--- config.mk ---
export PLATFORM = sky130hd
export DESIGN_NAME = ex_logic_unit
export DESIGN_NICKNAME = d
export VERILOG_FILES = /design/src/rtl/ex_pkg.sv /design/src/rtl/ex_shift_iter.sv /design/src/rtl/ex_logic_unit.sv
export SDC_FILE = /design/constraint.sdc
export NUM_CORES = 1
export LEC_CHECK = 0
export CAP_MARGIN = 20
export CORE_UTILIZATION = 40
export DETAILED_ROUTE_END_ITERATION = 6
export PLACE_DENSITY_LB_ADDON = 0.2
export SYNTH_ARGS = -nofsm -noshare
export SYNTH_HDL_FRONTEND = slang
export SYNTH_SLANG_ARGS = --single-unit
export TNS_END_PERCENT = 50
--- constraint.sdc ---
create_clock -name clk -period 3.93 [get_ports clk]
set_input_delay 0.5895 -clock clk [delete_from_list [all_inputs] [get_ports clk]]
set_output_delay 0.5895 -clock clk [all_outputs]
set_load 0.005 [all_outputs]
--- src/rtl/ex_pkg.sv ---
// -----------------------------------------------------------------------------
// ex_pkg
// Shared definitions for the execute-stage logic unit:
//   XLEN_DEF  - default operand/result width
//   OP_*      - 4-bit operation codes (10..15 are illegal)
//   state_t   - FSM state encoding (IDLE / SHIFT)
//   is_shift  - true for SLL/SRL/SRA
//   is_legal  - true for op codes 0..9
// Build option: EX_BARREL_SHIFT_EN (see ex_logic_unit) does not change this file.
// -----------------------------------------------------------------------------
package ex_pkg;

   localparam int XLEN_DEF = 32;

   localparam logic [3:0] OP_ADD  = 4'd0;
   localparam logic [3:0] OP_SUB  = 4'd1;
   localparam logic [3:0] OP_AND  = 4'd2;
   localparam logic [3:0] OP_OR   = 4'd3;
   localparam logic [3:0] OP_XOR  = 4'd4;
   localparam logic [3:0] OP_SLT  = 4'd5;
   localparam logic [3:0] OP_SLTU = 4'd6;
   localparam logic [3:0] OP_SLL  = 4'd7;
   localparam logic [3:0] OP_SRL  = 4'd8;
   localparam logic [3:0] OP_SRA  = 4'd9;

   typedef enum logic {
      ST_IDLE  = 1'b0,
      ST_SHIFT = 1'b1
   } state_t;

   function automatic logic is_shift(input logic [3:0] op);
      return (op == OP_SLL) || (op == OP_SRL) || (op == OP_SRA);
   endfunction

   function automatic logic is_legal(input logic [3:0] op);
      return (op <= OP_SRA);
   endfunction

endpackage

--- src/rtl/ex_shift_iter.sv ---
// -----------------------------------------------------------------------------
// ex_shift_iter
// Bit-serial shifter used by ex_logic_unit in the iterative build. Holds the
// value being shifted, the remaining shift count and the shift kind.
//   clk, rst_n  - clock, async active-low reset
//   i_load      - capture i_a / i_amt / i_op (start of a shift)
//   i_step      - perform one 1-bit shift and decrement the count
//   i_op        - OP_SLL / OP_SRL / OP_SRA
//   i_a, i_amt  - value to shift and shift amount (amount > 0)
//   o_next      - value after one more shift step (combinational)
//   o_last      - the step taken this cycle is the final one (count == 1)
// -----------------------------------------------------------------------------
module ex_shift_iter
   import ex_pkg::*;
#(
   parameter int XLEN = XLEN_DEF,
   parameter int SHW  = $clog2(XLEN)
) (
   input  logic            clk,
   input  logic            rst_n,
   input  logic            i_load,
   input  logic            i_step,
   input  logic [3:0]      i_op,
   input  logic [XLEN-1:0] i_a,
   input  logic [SHW-1:0]  i_amt,
   output logic [XLEN-1:0] o_next,
   output logic            o_last
);

   logic [XLEN-1:0] r_val;
   logic [SHW-1:0]  r_cnt;
   logic [3:0]      r_op;
   logic            w_fill;

   always_ff @(posedge clk or negedge rst_n) begin
      if (!rst_n) begin
         r_val <= '0;
         r_cnt <= '0;
         r_op  <= OP_SLL;
      end else if (i_load) begin
         r_val <= i_a;
         r_cnt <= i_amt;
         r_op  <= i_op;
      end else if (i_step) begin
         r_val <= o_next;
         r_cnt <= r_cnt - 1'b1;
      end
   end

   // SRA replicates the sign of the value as it currently stands.
   assign w_fill = (r_op == OP_SRA) ? r_val[XLEN-1] : 1'b0;
   assign o_next = (r_op == OP_SLL) ? {r_val[XLEN-2:0], 1'b0}
                                    : {w_fill, r_val[XLEN-1:1]};
   assign o_last = (r_cnt == SHW'(1));

endmodule

--- src/rtl/ex_logic_unit.sv ---
// -----------------------------------------------------------------------------
// ex_logic_unit
// Execute-stage integer unit: ADD/SUB/AND/OR/XOR/SLT/SLTU single cycle,
// SLL/SRL/SRA iterative (one bit per cycle) or single cycle with
// EX_BARREL_SHIFT_EN defined. Result is registered for writeback.
// Ports:
//   clk, rst_n            - clock, async active-low reset
//   in_valid / in_ready   - input handshake, accept = in_valid && in_ready
//   in_op, in_a, in_b     - op code and operands; shift amount = in_b[SHW-1:0]
//   out_valid / out_ready - output handshake; result regs hold while stalled
//   out_result, out_err   - registered result, illegal-op flag
//   busy                  - iterative shift in progress (0 in barrel build)
// Handshake: a transfer happens on any rising edge where valid and ready are
// both high; the producer holds its payload stable until then, and ready may
// depend combinationally on the consumer's ready (in_ready uses out_ready).
// Build option: EX_BARREL_SHIFT_EN - single-cycle barrel shifter, no SHIFT state.
// -----------------------------------------------------------------------------
module ex_logic_unit
   import ex_pkg::*;
#(
   parameter int XLEN = XLEN_DEF,
   localparam int SHW = $clog2(XLEN)
) (
   input  logic            clk,
   input  logic            rst_n,
   input  logic            in_valid,
   output logic            in_ready,
   input  logic [3:0]      in_op,
   input  logic [XLEN-1:0] in_a,
   input  logic [XLEN-1:0] in_b,
   output logic            out_valid,
   input  logic            out_ready,
   output logic [XLEN-1:0] out_result,
   output logic            out_err,
   output logic            busy
);

   state_t          r_state;
   state_t          w_state_nxt;
   logic            r_out_valid;
   logic [XLEN-1:0] r_out_result;
   logic            r_out_err;

   logic            w_accept;
   logic [SHW-1:0]  w_amt;
   logic            w_slt;
   logic            w_sltu;
   logic [XLEN-1:0] w_alu_res;
   logic            w_wr;
   logic [XLEN-1:0] w_wr_res;
   logic            w_wr_err;

`ifndef EX_BARREL_SHIFT_EN
   logic            w_load;
   logic            w_step;
   logic [XLEN-1:0] w_sh_next;
   logic            w_sh_last;
`endif

   assign w_amt    = in_b[SHW-1:0];
   assign w_slt    = $signed(in_a) < $signed(in_b);
   assign w_sltu   = in_a < in_b;

   // New work only in IDLE, and only if the result slot is free or drains now.
   assign in_ready = (r_state == ST_IDLE) && (!r_out_valid || out_ready);
   assign w_accept = in_valid && in_ready;

   // Single-cycle result path.
   always_comb begin
      w_alu_res = '0;
      case (in_op)
         OP_ADD:  w_alu_res = in_a + in_b;
         OP_SUB:  w_alu_res = in_a - in_b;
         OP_AND:  w_alu_res = in_a & in_b;
         OP_OR:   w_alu_res = in_a | in_b;
         OP_XOR:  w_alu_res = in_a ^ in_b;
         OP_SLT:  w_alu_res = {{(XLEN-1){1'b0}}, w_slt};
         OP_SLTU: w_alu_res = {{(XLEN-1){1'b0}}, w_sltu};
`ifdef EX_BARREL_SHIFT_EN
         OP_SLL:  w_alu_res = in_a << w_amt;
         OP_SRL:  w_alu_res = in_a >> w_amt;
         OP_SRA:  w_alu_res = $unsigned($signed(in_a) >>> w_amt);
`else
         // Reached only for a zero shift amount; non-zero goes iterative.
         OP_SLL, OP_SRL, OP_SRA: w_alu_res = in_a;
`endif
         default: w_alu_res = '0;
      endcase
   end

`ifndef EX_BARREL_SHIFT_EN
   ex_shift_iter #(
      .XLEN (XLEN),
      .SHW  (SHW)
   ) u_shift_iter (
      .clk    (clk),
      .rst_n  (rst_n),
      .i_load (w_load),
      .i_step (w_step),
      .i_op   (in_op),
      .i_a    (in_a),
      .i_amt  (w_amt),
      .o_next (w_sh_next),
      .o_last (w_sh_last)
   );
`endif

   // Next-state and result-write control.
   always_comb begin
      w_state_nxt = r_state;
      w_wr        = 1'b0;
      w_wr_res    = '0;
      w_wr_err    = 1'b0;
`ifndef EX_BARREL_SHIFT_EN
      w_load      = 1'b0;
      w_step      = 1'b0;
`endif
      case (r_state)
         ST_IDLE: begin
            if (w_accept) begin
`ifndef EX_BARREL_SHIFT_EN
               if (is_shift(in_op) && (w_amt != '0)) begin
                  w_load      = 1'b1;
                  w_state_nxt = ST_SHIFT;
               end else begin
                  w_wr     = 1'b1;
                  w_wr_res = w_alu_res;
                  w_wr_err = !is_legal(in_op);
               end
`else
               w_wr     = 1'b1;
               w_wr_res = w_alu_res;
               w_wr_err = !is_legal(in_op);
`endif
            end
         end
`ifndef EX_BARREL_SHIFT_EN
         ST_SHIFT: begin
            w_step = 1'b1;
            // The final step goes straight into the result register; in_ready
            // guaranteed the slot was free when the shift started.
            if (w_sh_last) begin
               w_wr        = 1'b1;
               w_wr_res    = w_sh_next;
               w_state_nxt = ST_IDLE;
            end
         end
`endif
         default: w_state_nxt = ST_IDLE;
      endcase
   end

   always_ff @(posedge clk or negedge rst_n) begin
      if (!rst_n) begin
         r_state      <= ST_IDLE;
         r_out_valid  <= 1'b0;
         r_out_result <= '0;
         r_out_err    <= 1'b0;
      end else begin
         r_state <= w_state_nxt;
         if (w_wr) begin
            r_out_valid  <= 1'b1;
            r_out_result <= w_wr_res;
            r_out_err    <= w_wr_err;
         end else if (out_ready) begin
            r_out_valid  <= 1'b0;
         end
      end
   end

   assign out_valid  = r_out_valid;
   assign out_result = r_out_result;
   assign out_err    = r_out_err;
`ifdef EX_BARREL_SHIFT_EN
   assign busy       = 1'b0;
`else
   assign busy       = (r_state == ST_SHIFT);
`endif

endmodule

Word level (Yosys, flattened, before mapping)

Index checks and enable logic that the tools add are counted.

Register bits after elaboration: 76
Bits of input ports: 72

$add $sub $neg: 3
Order comparisons: 3
Equality and inequality tests: 12
Multiplexer cells: 26
Bitwise operators: 4
Reduce and logical (&&, ||, !) cells: 13

Operator list:

| kind                                             | number |
|---|---|
| case mux 32 bit (8 select lines)                 | 1 |
| 2-to-1 mux 32 bit                                | 6 |
| < comparator 32 bit                              | 2 |
| case mux 32 bit (2 select lines)                 | 1 |
| adder 32 bit                                     | 1 |
| AND 32 bit                                       | 1 |
| bitwise OR 32 bit                                | 1 |
| subtractor 32 bit                                | 1 |
| bitwise XOR 32 bit                               | 1 |
| == test 4 x 3 -> 1 bit, second input constant    | 5 |
| 2-to-1 mux 1 bit                                 | 14 |
| == test 4 bit, second input constant             | 3 |
| 2-to-1 mux 5 bit                                 | 2 |
| == test 4 x 2 -> 1 bit, second input constant    | 2 |
| == test 5 x 1 -> 1 bit, second input constant    | 1 |
| nonzero test 5 bit                               | 1 |
| subtractor 5 x 1 -> 5 bit, second input constant | 1 |
| == test 4 x 1 -> 1 bit, second input constant    | 1 |
| <= comparator 4 bit, second input constant       | 1 |
| logical NOT 4 bit                                | 1 |
| case mux 1 bit (2 select lines)                  | 2 |
| nonzero test 2 bit                               | 2 |
| logical AND 1 bit                                | 3 |
| logical OR 1 bit                                 | 3 |
| other kinds (3)                                  | 4 |

Longest topological paths before layout

Gate-level depths: netlist of the first run.

Depth in word-level cells: 8
Depth in mapped cells: 13
Mapped depth without buffers: 13

By module

From an unflattened synthesis of the first run, not the netlist that was laid out.

Cell total of the unflattened synthesis: 1192
Area, all modules: 9336.5 um^2

By module, submodules not included:

| module        | times used | cells an instance | area an instance (um^2) | sequential area each (um^2) |
|---|---|---|---|---|
| ex_logic_unit | 1          | 943               | 6784.0                  | 875.8 |
| ex_shift_iter | 1          | 249               | 2552.4                  | 1029.7 |

Least setup slack after synthesis of the first run

Ideal clock, no wire load.

Kind: input port to flip-flop
Start: in in_a[0]
End: reg r_out_result[28], in the netlist out_result[28]
Data arrival time: 3.239 ns
Required time: 3.848 ns
Path slack: 0.609 ns
Stages: 13
Cells stage by stage: inv_1 -> ha_1 -> fa_1 -> o21bai_1 -> a211oi_1 -> a2111o_1 -> a211oi_1 -> o21ai_1 -> a211oi_2 -> a31oi_1 -> nor3_1 -> mux2_1 -> a31oi_1

Word-level cells in the longest chain between the ends: 5
Elaborated cells on any way between the ends: 6
Classes of those cells: add/sub: 2; mux: 4

Ends and longest elaborated chain:

| element                                           | line                                     | RTL |
|---|---|---|
| start, declared                                   | ex_logic_unit.sv:29                      | `input logic [XLEN-1:0] in_a,` |
| subtractor 32 bit or adder 32 bit (tied branches) | ex_logic_unit.sv:73, ex_logic_unit.sv:72 |  |
| case mux 32 bit (8 select lines) *                | ex_logic_unit.sv:71                      | `case (in_op)` |
| 2-to-1 mux 32 bit *                               | ex_logic_unit.sv:122                     | `if (is_shift(in_op) && (w_amt != '0)) begin` |
| 2-to-1 mux 32 bit *                               | ex_logic_unit.sv:120                     | `if (w_accept) begin` |
| case mux 32 bit (2 select lines) *                | ex_logic_unit.sv:118                     | `case (r_state)` |
| end signal, assigned                              | ex_logic_unit.sv:163                     | `r_out_result <= w_wr_res;` |
| end, declared                                     | ex_logic_unit.sv:41                      | `logic [XLEN-1:0] r_out_result;` |

Mark *: on every way between the ends. The rest lies on a longest branch, timed or not.
A chain may end at the register's enable or synchronous reset.

Worst setup path after layout of the first run

Ends and elaborated chain as after synthesis.

==> impl_metrics.xml, run 1 <==
<?xml version="1.0" encoding="UTF-8"?>
<metrics>
  <group name="setup_path">
    <metric name="cell_depth_of_the_worst_flop_to_flop_path" unit="">11</metric>
    <metric name="worstPathArrival" unit="ps">4070</metric>
    <metric name="timing.critical_path.max_delay_family" unit="">compound AO/OA/AOI/OAI gates</metric>
    <metric name="critPathKind" unit="">in -&gt; reg</metric>
    <metric name="crit_buf_inv" unit="">2</metric>
    <metric name="critical_path.startpoint_type" unit="">primary input</metric>
    <metric name="crit_required" unit="ps">4200</metric>
    <metric name="crit_slowest_cell" unit="">clkdlybuf4s50_1</metric>
    <metric name="cp_common_cell" unit="">a211oi_2</metric>
    <metric name="reg2reg_from" unit="">u_shift_iter.r_cnt[1]</metric>
    <metric name="cp_max_fo" unit="">4</metric>
    <metric name="setup.worst_path.end_class" unit="">flip-flop</metric>
    <metric name="r2r_end" unit="">out_result[29]</metric>
    <metric name="timing.reg2reg.setup_slack" unit="ps">1170</metric>
    <metric name="crit_path_max_incr_delay" unit="ps">480</metric>
    <metric name="path_cells" unit="">clkdlybuf4s50_1, inv_1, ha_1, fa_2, o21bai_1, a211oi_1, a2111o_1, a211oi_2, o21ai_2, a211oi_2, a31oi_4, nor3_2, mux2_1, a31oi_1</metric>
  </group>
  <group name="global_routing">
    <metric name="globalRouteOverflowTotal" unit="">0</metric>
    <metric name="pin_count_of_the_biggest_net_entering_global_routing" unit="">58</metric>
    <metric name="number_of_antenna_violations_at_the_first_check_in_global_routing" unit="">0</metric>
    <metric name="overall_global_routing_resource_usage" unit="%">29.27</metric>
    <metric name="grt_pass1_wl" unit="microns">50980</metric>
    <metric name="grt_pass1_vias" unit="">9075</metric>
  </group>
  <group name="placed_design">
    <metric name="place_worst_setup_slack" unit="ps">-283.1</metric>
    <metric name="hpwl" unit="microns">24780</metric>
    <metric name="port-buffer-count" unit="">107</metric>
    <metric name="finalWeightedCongestion" unit="">0.9630</metric>
    <metric name="dpl.cell_count" unit="">1551</metric>
  </group>
  <group name="finish">
    <metric name="instances_no_fill" unit="">1566</metric>
    <metric name="multiInputGateArea" unit="sq um">6256</metric>
    <metric name="n_fill_cell" unit="">2027</metric>
    <metric name="finalNetCount" unit="">1476</metric>
    <metric name="insertedDiodeCount" unit="">0</metric>
    <metric name="sequential_standard_cell_area" unit="sq um">1906</metric>
    <metric name="synthToLayoutAreaGrowth" unit="%">28.82</metric>
    <metric name="layout-drive-gt1-share" unit="%">14.33</metric>
  </group>
  <group name="route">
    <metric name="vias_per_cell" unit="">5.999</metric>
    <metric name="route.vias.total" unit="">9394</metric>
    <metric name="top_layer_used" unit="">met4</metric>
    <metric name="first_iter_violations" unit="">901</metric>
    <metric name="wire_per_inst" unit="microns">20.69</metric>
    <metric name="m1WireLength" unit="microns">15380</metric>
    <metric name="firstDrtPassIters" unit="">6</metric>
    <metric name="ant_nets" unit="">0</metric>
    <metric name="residual_drc" unit="">0</metric>
    <metric name="drt_total_wl" unit="microns">32410</metric>
    <metric name="wl_met3" unit="microns">2691</metric>
    <metric name="met2RoutedLength" unit="microns">13790</metric>
  </group>
  <group name="timing">
    <metric name="fin_crit_sh" unit="%">96.71</metric>
    <metric name="timing_worst_slew_pin_value" unit="ps">791.0</metric>
    <metric name="fmax" unit="MHz">263.1</metric>
    <metric name="hold_slack" unit="ps">297.8</metric>
    <metric name="final.min_clock_period" unit="ps">3801</metric>
    <metric name="maxSlewHeadroom" unit="%">47.27</metric>
    <metric name="fin_setup_tns" unit="ps">0</metric>
    <metric name="finalHoldViolCount" unit="">0</metric>
    <metric name="worst_slack" unit="ps">129.3</metric>
    <metric name="maxSlewViolCount" unit="">0</metric>
    <metric name="setup_viol_count_final" unit="">0</metric>
    <metric name="clock-skew-final" unit="ps">10.59</metric>
    <metric name="rsz0062_at_grt" unit="">false</metric>
  </group>
  <group name="floorplan">
    <metric name="initial_core_util" unit="%">41.24</metric>
    <metric name="fp.dieArea" unit="sq um">22540</metric>
    <metric name="core" unit="sq um">21290</metric>
    <metric name="die_y" unit="microns">150.1</metric>
    <metric name="num_rows" unit="">53</metric>
    <metric name="floorplan.die.width" unit="microns">150.1</metric>
    <metric name="design.portCount" unit="">108</metric>
  </group>
  <group name="power_and_ir_drop">
    <metric name="power.share.clock" unit="%">18.3</metric>
    <metric name="switchingPower" unit="mW">1.926</metric>
    <metric name="portion_of_total_power_attributed_to_sequential_cells" unit="%">30.4</metric>
    <metric name="power.internal" unit="mW">2.734</metric>
    <metric name="power.static_leakage" unit="nW">5.290</metric>
    <metric name="power.share.switching" unit="%">41.32</metric>
    <metric name="power.density" unit="nW/um^2">412.1</metric>
    <metric name="totalPowerFinal" unit="mW">4.660</metric>
    <metric name="combinationalPowerShare" unit="%">51.3</metric>
    <metric name="ir_worst_vdd" unit="mV">0.1972</metric>
  </group>
  <group name="clock_tree">
    <metric name="cts.root.buffer_cell" unit="">clkbuf_16</metric>
    <metric name="maximum_level_of_the_cts_h_tree" unit="">3</metric>
    <metric name="cts_tree" unit="">yes</metric>
    <metric name="path_clk_slew" unit="ps">70</metric>
    <metric name="clkLatencyLatePin" unit="ps">350</metric>
    <metric name="clk_path_buf_depth" unit="">2</metric>
    <metric name="cts_sinks" unit="">76</metric>
    <metric name="cts-buffers-inserted" unit="">9</metric>
  </group>
  <group name="logic_synthesis">
    <metric name="synth_cells" unit="">1101</metric>
    <metric name="yosysWarnings" unit="">0</metric>
    <metric name="syn-cell-area" unit="sq um">8778</metric>
    <metric name="async_reset_ff_share" unit="%">100.0</metric>
    <metric name="synthDistinctLibCells" unit="">79</metric>
    <metric name="flip_flop_and_latch_count_after_synthesis" unit="">76</metric>
    <metric name="ys.flop_type" unit="">dfrtp_1</metric>
    <metric name="postSynthAreaPerCell" unit="sq um">7.973</metric>
    <metric name="post_synth_net_total" unit="">1290</metric>
    <metric name="seq_area_frac_synth" unit="%">21.71</metric>
    <metric name="synth-edff-count" unit="">0</metric>
  </group>
  <group name="worst_hold_path">
    <metric name="path_type_of_the_worst_min_delay_path" unit="">in -&gt; async</metric>
  </group>
  <group name="job">
    <metric name="maxCapViolations" unit="">0</metric>
  </group>
  <group name="run_status">
    <metric name="status" unit="">complete, no violations</metric>
  </group>
</metrics>
-- kinds of logic after synthesis --
group / share of synthesized area [%]
xor+xnor: 2.694
flops: 21.71
simple gates: 14.45
mux: 3.791
compound gates: 32.75
fa+ha+maj: 16.85
buf+inv: 7.754
-- area by class of cell --
type                       instances  area share, %
clock buffer                      11          2.058
clock inverter                     4         0.4536
inverter                         103          3.419
multi-input combinational        850          55.32
sequential                        76          16.85
tap                              275          3.043
timing repair buffer             247          18.85
-- metrics by stage --
stage / instance area [sq um] / utilization, %
floorplan: 8778 / -
global placement: 10980 / 51.57
detailed placement: 10980 / 51.57
CTS: 11260 / 52.91
global route: 11310 / 53.12
finish: 11310 / 53.12
-- registers in the layout, summed over array words and instances, names as in the netlist --
| register | cells |
|---|---|
| busy | 1 |
| out_err | 1 |
| out_result | 32 |
| out_valid | 1 |
| u_shift_iter.r_cnt | 5 |
| u_shift_iter.r_op | 4 |
| u_shift_iter.r_val | 32 |
-- synth_stat cells (4+ instances only) --
| cell | count | share of area, % |
|---|---|---|
| ha_1 | 115 | 16 |
| inv_1 | 98 | 4.2 |
| a21oi_1 | 90 | 5.1 |
| nand2_1 | 89 | 3.8 |
| dfrtp_1 | 73 | 21 |
| nor2_1 | 69 | 3.0 |
| clkbuf_1 | 59 | 2.5 |
| o21ai_0 | 59 | 3.4 |
| o221ai_1 | 57 | 5.7 |
| mux2i_1 | 31 | 3.5 |
| nand3_1 | 29 | 1.7 |
| xnor2_1 | 24 | 2.4 |
| a211oi_1 | 22 | 1.9 |
| nor3_1 | 20 | 1.1 |
| a221oi_1 | 17 | 1.7 |
| a21o_1 | 16 | 1.4 |
| o31ai_1 | 15 | 1.3 |
| a22oi_1 | 13 | 1.1 |
| o21bai_1 | 13 | 1.1 |
| o21a_1 | 12 | 1.0 |
| a221o_1 | 9 | 1.0 |
| nor2b_1 | 9 | 0.64 |
| o21ai_1 | 9 | 0.51 |
| o22ai_1 | 9 | 0.64 |
| a31oi_1 | 8 | 0.57 |
| o211ai_1 | 8 | 0.68 |
| or3_1 | 8 | 0.57 |
| buf_2 | 7 | 0.40 |
| a211o_1 | 6 | 0.60 |
| and2_1 | 5 | 0.36 |
| nor4_1 | 5 | 0.36 |
| o31a_1 | 5 | 0.50 |
| a2111oi_0 | 4 | 0.40 |
| a222oi_1 | 4 | 0.46 |
| nand2b_1 | 4 | 0.29 |
| nand4_1 | 4 | 0.29 |
-- layout by cell type (no fill, tap or decap), types with 24 or more instances in the layout --
cell type / count
ha_1: 114
o221ai_1: 57
nand2_1: 89
clkdlybuf4s50_1: 106
buf_4: 140
nand3_1: 29
nor2_1: 68
xnor2_1: 24
o21ai_0: 59
inv_1: 98
a21oi_1: 90
dfrtp_1: 73
mux2i_1: 31
-- worst max-delay path by stage --
stage,from,endpoint,slack [ps],cells after the start
2_1_floorplan,in_a[0],out_result[28],610,13
3_3_place_gp,in_a[0],out_result[28],-250,14
3_5_place_dp,in_a[0],out_result[28],-280,14
4_1_cts,in_a[0],out_result[28],60,14
5_1_grt,in_b[1],out_result[29],20,15
6_report,in_a[0],out_result[28],130,14
-- layer usage --
layer / vias up / GRT usage [%]
li1: 4452 / -
met2: 422 / 43.66
met3: 33 / 5.152
met5: - / 0
met1: 4487 / 43.03
met4: 0 / 7.576
-- repair_timing --
item / CTS / global route
gates resized for setup: 0 / 9
hold endpoints to repair: 0 / 0
setup buffers: 0 / 0
hold buffers: 0 / 0
endpoints found under the setup margin: 0 / 6
-- power by group through the flow --
stage	combinational, mW	clock [mW]	sequential [mW]
final	2.39	0.855	1.42
after global routing	2.61	0.895	1.45
after CTS	2.36	0.869	1.41
after detailed placement	2.34	0	1.42
after global placement	2.31	0	1.42
after floorplan	1.37	0	1.32
Power figures use the tool's default switching activity.
==> inputs of run 2 (changes only) <==
==> constraint.sdc (replaced) <==
create_clock -name clk -period 4.25 [get_ports clk]
set_input_delay 0.6375 -clock clk [delete_from_list [all_inputs] [get_ports clk]]
set_output_delay 0.6375 -clock clk [all_outputs]
set_load 0.005 [all_outputs]
==> run 2 against run 1 <==
Effect of this change:
- wire length down 0.12%
- first-iteration DRC count up 8.0%
- register-to-register slack better by 380 ps
- utilization down 2.6 points
- final area down 4.9%
- clock-buffer cell count down 1
- via count down 0.82%
- worst hold slack better by 22 ps
- non-clock buffer count down 65
- flip-flop and latch count unchanged
- critical path type unchanged
==> impl_metrics.xml, run 2 (synthesis gave the netlist of run 1 again) <==
<?xml version="1.0" encoding="UTF-8"?>
<metrics>
  <group name="global_routing">
    <metric name="grt_util_met1" unit="%">43.78</metric>
    <metric name="pin_count_of_the_biggest_net_entering_global_routing" unit="">54</metric>
    <metric name="grt_busiest_layer" unit="">met2</metric>
    <metric name="globalRouteOverflowTotal" unit="">0</metric>
    <metric name="overall_global_routing_resource_usage" unit="%">29.29</metric>
    <metric name="grt_pass1_wl" unit="microns">50700</metric>
    <metric name="grtUsageMet2" unit="%">44.70</metric>
    <metric name="met3_usage" unit="%">2.909</metric>
    <metric name="grt_pass1_vias" unit="">8773</metric>
    <metric name="number_of_antenna_violations_at_the_first_check_in_global_routing" unit="">0</metric>
  </group>
  <group name="placed_design">
    <metric name="place_worst_setup_slack" unit="ps">-13.81</metric>
    <metric name="hpwl" unit="microns">24540</metric>
    <metric name="finalWeightedCongestion" unit="">0.9444</metric>
    <metric name="port-buffer-count" unit="">107</metric>
    <metric name="dpl-instance-area" unit="sq um">10480</metric>
    <metric name="dpl.cell_count" unit="">1486</metric>
  </group>
  <group name="clock_tree">
    <metric name="path_clk_slew" unit="ps">70</metric>
    <metric name="maximum_level_of_the_cts_h_tree" unit="">3</metric>
    <metric name="cts.hold.buffers_added" unit="">0</metric>
    <metric name="postCtsSetupRepairBufs" unit="">0</metric>
    <metric name="cts_tree" unit="">yes</metric>
    <metric name="cts-buffers-inserted" unit="">9</metric>
    <metric name="cts.root.buffer_cell" unit="">clkbuf_16</metric>
    <metric name="clkLatencyLatePin" unit="ps">360</metric>
    <metric name="cts_repair_resize_count" unit="">0</metric>
    <metric name="cts_sinks" unit="">76</metric>
    <metric name="clk_path_buf_depth" unit="">2</metric>
  </group>
  <group name="timing">
    <metric name="final.min_clock_period" unit="ps">3968</metric>
    <metric name="hold_slack" unit="ps">319.7</metric>
    <metric name="fin_setup_tns" unit="ps">0</metric>
    <metric name="setup_viol_count_final" unit="">0</metric>
    <metric name="fmax" unit="MHz">252.0</metric>
    <metric name="worst_slack" unit="ps">282.4</metric>
    <metric name="clock-skew-final" unit="ps">8.839</metric>
    <metric name="fin_crit_sh" unit="%">93.35</metric>
    <metric name="maxSlewHeadroom" unit="%">45.51</metric>
    <metric name="rsz0062_at_grt" unit="">false</metric>
    <metric name="finalHoldViolCount" unit="">0</metric>
    <metric name="maxSlewViolCount" unit="">0</metric>
    <metric name="timing_worst_slew_pin_value" unit="ps">813.0</metric>
  </group>
  <group name="power_and_ir_drop">
    <metric name="power.static_leakage" unit="nW">4.964</metric>
    <metric name="ir_worst_vdd" unit="mV">0.1762</metric>
    <metric name="power.density" unit="nW/um^2">395.8</metric>
    <metric name="totalPowerFinal" unit="mW">4.257</metric>
  </group>
  <group name="route">
    <metric name="wire_per_inst" unit="microns">21.55</metric>
    <metric name="firstDrtPassIters" unit="">6</metric>
    <metric name="route.vias.total" unit="">9317</metric>
    <metric name="drt_total_wl" unit="microns">32370</metric>
    <metric name="residual_drc" unit="">0</metric>
    <metric name="vias_per_cell" unit="">6.203</metric>
    <metric name="ant_nets" unit="">0</metric>
    <metric name="first_iter_violations" unit="">973</metric>
  </group>
  <group name="run_status">
    <metric name="status" unit="">complete, no violations</metric>
  </group>
  <group name="setup_path">
    <metric name="cp_max_fo" unit="">3</metric>
    <metric name="worstPathArrival" unit="ps">4250</metric>
    <metric name="reg2reg_from" unit="">u_shift_iter.r_cnt[1]</metric>
    <metric name="worst_setup_path_startpoint" unit="">in_a[0]</metric>
    <metric name="crit_required" unit="ps">4530</metric>
    <metric name="critical_path.startpoint_type" unit="">primary input</metric>
    <metric name="critPathKind" unit="">in -&gt; reg</metric>
    <metric name="setup.worst_path.end_class" unit="">flip-flop</metric>
    <metric name="cell_depth_of_the_worst_flop_to_flop_path" unit="">11</metric>
  </group>
  <group name="finish">
    <metric name="post-route-cell-area" unit="sq um">10760</metric>
    <metric name="postLayoutCoreUtil" unit="%">50.53</metric>
    <metric name="top_library_cells_by_usage_in_the_layout_fill_and_taps_aside" unit="">115 x ha_1, 106 x clkdlybuf4s50_1, 98 x inv_1</metric>
    <metric name="synthToLayoutAreaGrowth" unit="%">22.52</metric>
    <metric name="layout-drive-gt1-share" unit="%">9.372</metric>
    <metric name="finalNetCount" unit="">1411</metric>
    <metric name="mostFrequentLayoutCell" unit="">ha_1</metric>
    <metric name="insertedDiodeCount" unit="">0</metric>
    <metric name="instances_no_fill" unit="">1502</metric>
    <metric name="n_fill_cell" unit="">2023</metric>
  </group>
  <group name="floorplan">
    <metric name="initial_core_util" unit="%">41.24</metric>
    <metric name="floorplan.die.width" unit="microns">150.1</metric>
    <metric name="fp.dieArea" unit="sq um">22540</metric>
    <metric name="core" unit="sq um">21290</metric>
    <metric name="num_rows" unit="">53</metric>
    <metric name="design.portCount" unit="">108</metric>
    <metric name="die_y" unit="microns">150.1</metric>
  </group>
  <group name="worst_hold_path">
    <metric name="path_type_of_the_worst_min_delay_path" unit="">in -&gt; async</metric>
  </group>
  <group name="job">
    <metric name="maxCapViolations" unit="">0</metric>
  </group>
</metrics>
run 2: per-layer routing:
layer / share of wire (%) / wire length (microns) / up-vias
met1: 47 / 15300 / 4528
met5: 0 / 0 / -
met2: 44 / 14270 / 442
li1: - / - / 4320
met3: 7.5 / 2416 / 27
met4: 1.2 / 378 / 0
run 2: final timing paths:
| check | slack [ps] | endpoint |
|---|---|---|
| max in group asynchronous | 3100 | out_result[18] |
| min in group clk | 490 | u_shift_iter.r_val[0] |
| hold / removal | 320 | out_result[8] |
| setup reg to reg | 1550 | out_result[29] |
| hold reg to reg | 490 | u_shift_iter.r_val[0] |
| setup / recovery | 280 | out_result[28] |
run 2: critical path: stages:
cell,delay (ps)
clkdlybuf4s50_1,490
inv_1,60
ha_1,230
fa_1,400
o21bai_1,200
a211oi_1,130
a2111o_1,440
a211oi_1,300
o21ai_1,150
a211oi_2,260
a31oi_1,180
nor3_1,270
mux2_1,360
a31oi_1,120
run 2: where the power goes:
part | internal (mW) | total (mW) | switching [mW]
Clock | 0.411 | 0.761 | 0.350
Combinational | 0.996 | 2.18 | 1.18
Sequential | 1.03 | 1.32 | 0.288
run 2: cell type report:
type / count / area [sq um] / area share (%)
flip-flops and latches: 76 / 1906 / 17.72
clock inverters: 6 / 38.79 / 0.3606
multi-input cells: 850 / 6210 / 57.74
clock buffers: 10 / 239.0 / 2.222
inverters: 103 / 386.6 / 3.595
repair buffers: 182 / 1632 / 15.17
well taps: 275 / 344.1 / 3.199
